**src/rtl/pcie_rx_descrambler.sv**
```systemverilog
// pcie_rx_descrambler
//   Gen1/2 x1 receive descrambler that handles two 8b10b-decoded symbols per clock.
//   It sits between the RX CDC FIFO and the LTSSM / data link layer. The block runs
//   the x^16+x^5+x^4+x^3+1 LFSR. A COM reseeds the LFSR, a SKP holds it, and every
//   other symbol advances it by 8 bits. D-chars outside training-set bodies are
//   XORed with the scramble byte. K flags and error flags travel with the data.
//   Latency is one clock on every cycle.
//
// Optional feature (compile-time macro): PCIE_RX_DESCRAMBLE_ERRCNT_EN
//   When defined, the err_count port and a saturating errored-symbol counter are
//   present. When undefined, both are absent.
//
// Ports
//   clk           in   1              single clock
//   rst_n         in   1              asynchronous active-low reset
//   rx_data       in   16             [7:0] symbol 0 (earlier), [15:8] symbol 1
//   rx_charisk    in   2              per-symbol K flag
//   rx_err        in   2              per-symbol disparity/symbol error
//   scramble_dis  in   1              1 = do not XOR (LFSR keeps running)
//   out_data      out  16             descrambled symbols, same ordering
//   out_charisk   out  2              rx_charisk delayed one clock
//   out_err       out  2              rx_err delayed one clock
//   out_in_ts     out  2              symbol lies in a TS1/TS2 body
//   err_count     out  ERR_CNT_WIDTH  saturating errored-symbol count (macro only)
module pcie_rx_descrambler #(
  parameter logic [15:0] LFSR_SEED     = 16'hFFFF,
  parameter int          ERR_CNT_WIDTH = 16
) (
  input  logic                     clk,
  input  logic                     rst_n,
  input  logic [15:0]              rx_data,
  input  logic [1:0]               rx_charisk,
  input  logic [1:0]               rx_err,
  input  logic                     scramble_dis,
  output logic [15:0]              out_data,
  output logic [1:0]               out_charisk,
  output logic [1:0]               out_err,
  output logic [1:0]               out_in_ts
`ifdef PCIE_RX_DESCRAMBLE_ERRCNT_EN
  ,
  output logic [ERR_CNT_WIDTH-1:0] err_count
`endif
);

  if (ERR_CNT_WIDTH < 1) begin : g_bad_width
    $error("ERR_CNT_WIDTH must be at least 1");
  end

  typedef struct packed {
    logic [15:0] lfsr;
    logic [3:0]  ts;      // body symbols still to come after this one
    logic        com;
    logic        in_ts;
    logic [7:0]  dout;
  } slot_t;

  // One serial LFSR step. The output bit is taken from bit 15 before the step.
  function automatic logic [15:0] lfsr_step(input logic [15:0] s);
    logic [15:0] n;
    n    = {s[14:0], s[15]};
    n[3] = s[2] ^ s[15];
    n[4] = s[3] ^ s[15];
    n[5] = s[4] ^ s[15];
    return n;
  endfunction

  // Scramble byte. The first output bit goes to the byte LSB.
  function automatic logic [7:0] scr_byte(input logic [15:0] s);
    logic [7:0]  b;
    logic [15:0] t;
    t = s;
    for (int i = 0; i < 8; i++) begin
      b[i] = t[15];
      t    = lfsr_step(t);
    end
    return b;
  endfunction

  function automatic logic [15:0] lfsr_adv8(input logic [15:0] s);
    logic [15:0] t;
    t = s;
    for (int i = 0; i < 8; i++) t = lfsr_step(t);
    return t;
  endfunction

  // Processes one symbol in time order.
  // A training-set body is recognised by a K-char (PAD) directly after COM that is
  // not SKP/FTS/IDL. A D-char directly after COM is ordinary scrambled data.
  // FTS and IDL are matched without qualifying the error flag. COM and SKP are
  // recognised only when error-free.
  function automatic slot_t slot_step(input logic [7:0]  d,
                                      input logic        k,
                                      input logic        e,
                                      input logic        dis,
                                      input logic [15:0] lfsr,
                                      input logic [3:0]  ts,
                                      input logic        prev_com);
    slot_t r;
    logic  com, skp, ord, start;
    com     = k && (d == 8'hBC) && !e;
    skp     = k && (d == 8'h1C) && !e;
    ord     = k && ((d == 8'h3C) || (d == 8'h7C));
    start   = prev_com && k && !skp && !ord;
    r.com   = com;
    r.dout  = d;
    r.in_ts = 1'b0;
    r.lfsr  = lfsr;
    r.ts    = ts;
    if (com) begin
      r.lfsr = LFSR_SEED;
      r.ts   = 4'd0;
    end else begin
      r.in_ts = start || (ts != 4'd0);
      if (start)             r.ts = 4'd14;
      else if (ts != 4'd0)   r.ts = ts - 4'd1;
      if (!skp) begin
        if (!k && !r.in_ts && !dis) r.dout = d ^ scr_byte(lfsr);
        r.lfsr = lfsr_adv8(lfsr);
      end
    end
    return r;
  endfunction

  logic [15:0] lfsr_q, lfsr_d;
  logic [3:0]  ts_cnt_q, ts_cnt_d;
  logic        com_pend_q, com_pend_d;
  logic [15:0] out_data_q, out_data_d;
  logic [1:0]  out_charisk_q, out_charisk_d;
  logic [1:0]  out_err_q, out_err_d;
  logic [1:0]  out_in_ts_q, out_in_ts_d;
  slot_t       s0, s1;

  // Slot 0 sees the COM carried over from the previous clock. Slot 1 sees slot 0.
  always_comb begin
    s0 = slot_step(rx_data[7:0], rx_charisk[0], rx_err[0], scramble_dis,
                   lfsr_q, ts_cnt_q, com_pend_q);
    s1 = slot_step(rx_data[15:8], rx_charisk[1], rx_err[1], scramble_dis,
                   s0.lfsr, s0.ts, s0.com);
    lfsr_d        = s1.lfsr;
    ts_cnt_d      = s1.ts;
    com_pend_d    = s1.com;
    out_data_d    = {s1.dout, s0.dout};
    out_charisk_d = rx_charisk;
    out_err_d     = rx_err;
    out_in_ts_d   = {s1.in_ts, s0.in_ts};
  end

  always_ff @(posedge clk or negedge rst_n) begin
    if (!rst_n) begin
      lfsr_q        <= LFSR_SEED;
      ts_cnt_q      <= 4'd0;
      com_pend_q    <= 1'b0;
      out_data_q    <= 16'd0;
      out_charisk_q <= 2'd0;
      out_err_q     <= 2'd0;
      out_in_ts_q   <= 2'd0;
    end else begin
      lfsr_q        <= lfsr_d;
      ts_cnt_q      <= ts_cnt_d;
      com_pend_q    <= com_pend_d;
      out_data_q    <= out_data_d;
      out_charisk_q <= out_charisk_d;
      out_err_q     <= out_err_d;
      out_in_ts_q   <= out_in_ts_d;
    end
  end

  assign out_data    = out_data_q;
  assign out_charisk = out_charisk_q;
  assign out_err     = out_err_q;
  assign out_in_ts   = out_in_ts_q;

`ifdef PCIE_RX_DESCRAMBLE_ERRCNT_EN
  logic [ERR_CNT_WIDTH-1:0] err_cnt_q, err_cnt_d;
  logic [ERR_CNT_WIDTH:0]   err_sum;

  // At most 2 is added per clock, so one carry bit is enough to detect overflow.
  always_comb begin
    err_sum   = {1'b0, err_cnt_q} + (ERR_CNT_WIDTH+1)'(rx_err[0])
                                  + (ERR_CNT_WIDTH+1)'(rx_err[1]);
    err_cnt_d = err_sum[ERR_CNT_WIDTH] ? {ERR_CNT_WIDTH{1'b1}}
                                       : err_sum[ERR_CNT_WIDTH-1:0];
  end

  always_ff @(posedge clk or negedge rst_n) begin
    if (!rst_n) err_cnt_q <= '0;
    else        err_cnt_q <= err_cnt_d;
  end

  assign err_count = err_cnt_q;
`endif

endmodule

```
**config.mk**
```make
export PLATFORM = sky130hd
export DESIGN_NAME = pcie_rx_descrambler
export DESIGN_NICKNAME = d
export VERILOG_FILES = /design/src/rtl/pcie_rx_descrambler.sv
export SDC_FILE = /design/constraint.sdc
export NUM_CORES = 1
export LEC_CHECK = 0
export ABC_CLOCK_PERIOD_IN_PS = 2550
export CORE_MARGIN = 2
export CORE_UTILIZATION = 31
export DETAILED_ROUTE_END_ITERATION = 7
export PLACE_DENSITY = 0.61
export SYNTH_ARGS = -nofsm -noshare
export SYNTH_HDL_FRONTEND = slang
export SYNTH_SLANG_ARGS = --single-unit
```
**constraint.sdc**
```tcl
create_clock -name clk -period 2.55 [get_ports clk]
set_input_delay 0.51 -clock clk [delete_from_list [all_inputs] [get_ports clk]]
set_output_delay 0.51 -clock clk [all_outputs]
set_load 0.1 [all_outputs]
```
==> flow_metrics.env <==
export IMPL_status="finished, final reports clean"
export IMPL_io_buffers=44
export IMPL_seq_area_frac_synth=0.393
export IMPL_core_area_mm2=0.00872
export IMPL_yosysTopAreaCell="dfrtp_1"
export IMPL_first_pass_iters=4
export IMPL_grt_max_degree=38
export IMPL_peakVddDrop_v=0.000643
export IMPL_critPathCaptureType="flip-flop"
export IMPL_required_ps=2730
export IMPL_r2r_end="ts_cnt_q[2]"
export IMPL_critPathMaxFanout=6
export IMPL_cts_root_buf="clkbuf_8"
export IMPL_drc=0
export IMPL_seq_area_mm2=0.00110
export IMPL_synthMuxAreaShare=0.0179
export IMPL_arrival_ps=2620
export IMPL_layout_area_overhead_vs_synth_pct=42.7
export IMPL_synth_xor_area_frac=0.190
export IMPL_async_flop_share=1.00
export IMPL_path_class="flip-flop to flip-flop"
export IMPL_finalMaxSlewViolations=0
export IMPL_grt_pass1_wl_um=12600
export IMPL_clk_pin_slew_worst_paths_ps=90
export IMPL_layout_cells_non_filler=514
export IMPL_n_antenna_cell=0
export IMPL_critPathLaunch="ts_cnt_q[0]"
export IMPL_leakage_nw=1.74
export IMPL_synthesis_area_mm2=0.00279
export IMPL_skew_ps=3.72
export IMPL_p_per_area_mw_per_mm2=1780
export IMPL_rows=34
export IMPL_startpoint_type="flip-flop"
export IMPL_antenna_found_initial=0
export IMPL_synth_edf_count=0
export IMPL_drt_total_wl_um=7740
export IMPL_postSynthNetCount=328
export IMPL_htreeDepth=2
export IMPL_hold_path_class="input port to async pin"
export IMPL_syn_area_per_cell_um2=9.21
export IMPL_synth_warnings=0
export IMPL_io_pins=45
export IMPL_synthFlopType="dfrtp_1"
export IMPL_ant_nets=0
export IMPL_tns_ps=0
export IMPL_synth_top_family_by_area="simple AND/OR/NAND/NOR gates"
export IMPL_power_frac_comb=0.724
export IMPL_intPower_mw=4.05
export IMPL_drive_above_1_share=0.345
export IMPL_power_frac_clock=0.080
export IMPL_max_slew_worst_pin_slew_ps=831
export IMPL_die_y_um=98.9
export IMPL_synth_seq_cells=43
export IMPL_synth_cells=303
export IMPL_fillers=840
export IMPL_initial_core_util=0.320
export IMPL_synth_compound_area_frac=0.147
export IMPL_clk_latency_ps=300
export IMPL_seq_power_share=0.196
export IMPL_yosys_top_cells_count="nand2_1, xnor2_1, dfrtp_1"
export IMPL_rr_worst_depth=10
export IMPL_multi_input_area_mm2=0.00166
export IMPL_maxSlewHeadroom=0.446
export IMPL_vias_per_cell=4.99
export IMPL_ff2ff_setup_slack_ps=110
export IMPL_place_gp_congestion=0.865
export IMPL_grt_total_usage=0.162
export IMPL_post_place_ws_ps=-391
export IMPL_dp_cells=501
export IMPL_cts_inserted_buffers=5
export IMPL_synth_fa_ha_area_frac=0.00897
export IMPL_die_area_mm2=0.00978
export IMPL_drt_wirelength_per_cell_um=15.1
export IMPL_fin_crit_sh=0.957
export IMPL_die_x_um=98.9
export IMPL_post_route_min_period_ps=2440
export IMPL_setup_viol=0
export IMPL_nets=430
export IMPL_drt_iter0_drc=125
export IMPL_cts_tree="built"
export IMPL_cts_buffer_depth=2
export IMPL_max_freq_mhz=410
export IMPL_hpwl_um=5850
export IMPL_power_switching_mw=3.05
export IMPL_worstReg2RegStart="ts_cnt_q[0]"
export IMPL_clock_sinks=43
export IMPL_max_cap_viol_count=0
export IMPL_synth_simple_area_share=0.206
export IMPL_synth_top_area_frac=0.242
export IMPL_synth_area_top_cells="dfrtp_1, dfstp_2, xnor2_1"
export IMPL_p_sw_frac=0.430
export IMPL_rsz0062_at_grt="true"
export IMPL_hold_viol=0
export IMPL_grt_pass1_vias=2566
export IMPL_grt_ovfl_total=0
export IMPL_setup_ws_ps=111
export IMPL_holdBufCountCts=0
export IMPL_synth_cell_types=52
export IMPL_num_vias=2565
## cell usage in the layout (no fill, tap or decap), types with 2 or more instances in the layout
| cell type | Yosys | routed |
|---|---|---|
| and4b_1 | 2 | 2 |
| dlymetal6s2s_1 | 0 | 4 |
| xor2_1 | 12 | 12 |
| clkbuf_8 | 0 | 6 |
| nor2b_1 | 3 | 3 |
| buf_6 | 0 | 2 |
| o211ai_1 | 8 | 8 |
| dfrtp_1 | 27 | 27 |
| o21ai_0 | 15 | 14 |
| nand3_2 | 0 | 2 |
| o311a_1 | 2 | 2 |
| a31oi_1 | 6 | 6 |
| o21a_1 | 2 | 2 |
| buf_4 | 0 | 90 |
| o221ai_1 | 2 | 2 |
| xnor2_1 | 44 | 44 |
| nor3_1 | 6 | 6 |
| nor4b_4 | 2 | 2 |
| nand3_1 | 8 | 5 |
| a211oi_1 | 3 | 3 |
| dfstp_2 | 16 | 16 |
| nand2_1 | 44 | 43 |
| nand4b_1 | 3 | 3 |
| a21oi_2 | 1 | 2 |
| nor4_1 | 3 | 2 |
| and3_1 | 2 | 2 |
| a21oi_1 | 11 | 10 |
| inv_1 | 7 | 7 |
| mux2i_1 | 5 | 5 |
| nand4_1 | 2 | 2 |
| nor2_1 | 21 | 21 |
| clkdlybuf4s50_1 | 0 | 17 |
| nand2b_1 | 2 | 2 |
| o311ai_0 | 2 | 2 |
## sequential cells by signal, indices dropped and copies added (netlist names)
name	cells
out_charisk	2
out_in_ts	2
lfsr_q	16
ts_cnt_q	4
com_pend_q	1
out_err	2
out_data	16
## worst max path at each step
stage / slack (ps) / endpoint
after global routing: -40 / ts_cnt_q[2]
final: 110 / ts_cnt_q[2]
after floorplan: -8 / out_data[8]
after CTS: 20 / out_data[8]
after detailed placement: -390 / out_data[8]
after global placement: -330 / out_data[8]
## cell families after synthesis
group	after synthesis
buffers and inverters	27
AOI/OAI and AO/OA	60
adders and majority gates	2
xor gates and xnor gates	58
and+or+nand+nor	108
muxes	5
DFF	43
## power groups by stage
| stage | clock [mW] | combinational (mW) | sequential [mW] |
|---|---|---|---|
| after floorplan | 0 | 3.29 | 1.56 |
| after global placement | 0 | 4.81 | 1.40 |
| after detailed placement | 0 | 4.87 | 1.40 |
| after CTS | 0.588 | 4.97 | 1.39 |
| after global routing | 0.628 | 5.63 | 1.43 |
| final | 0.567 | 5.14 | 1.39 |
## per-stage QoR
stage / power, mW / hold slack (ps) / cell area (µm²) / utilization
2_1_floorplan: 4.85 / 214 / 2810 / -
3_3_place_gp: 6.21 / 578 / 3740 / 0.429
3_5_place_dp: 6.28 / 577 / 3740 / 0.429
4_1_cts: 6.95 / 328 / 3870 / 0.444
5_1_grt: 7.69 / 371 / 3980 / 0.457
6_report: 7.10 / 301 / 3980 / 0.457
## critical path, cell delays in order, from the launching register on
cell and delay (ps):
dfrtp_1 400, inv_1 120, ha_1 230, or3b_4 440
xnor2_1 270, nand3_4 120, ha_4 190, buf_4 130
and3b_1 170, o21ai_0 160, a21oi_1 90
## area by class of cell
type,count,share of cell area
Clock buffer,6,0.0207
Sequential cell,43,0.275
Inverter,7,0.00660
Tap cell,108,0.0339
Timing Repair Buffer,115,0.237
Multi-Input combinational cell,233,0.418
Clock inverter,2,0.00880
## metal layers
metal / up-vias / GRT usage / wire length [µm]
met1: 1239 / 0.216 / 3420
met3: 15 / 0.0284 / 358
li1: 1247 / - / -
met2: 64 / 0.267 / 3820
met5: - / 0 / 0
met4: 0 / 0.0558 / 140
## repair_timing
action	CTS	global route
hold endpoints to repair	0	0
setup buffers	0	5
pin swaps	1	6
endpoints found under the setup margin	10	16
gates resized for setup	2	15
Note: power is estimated with default switching activity, not from simulation.
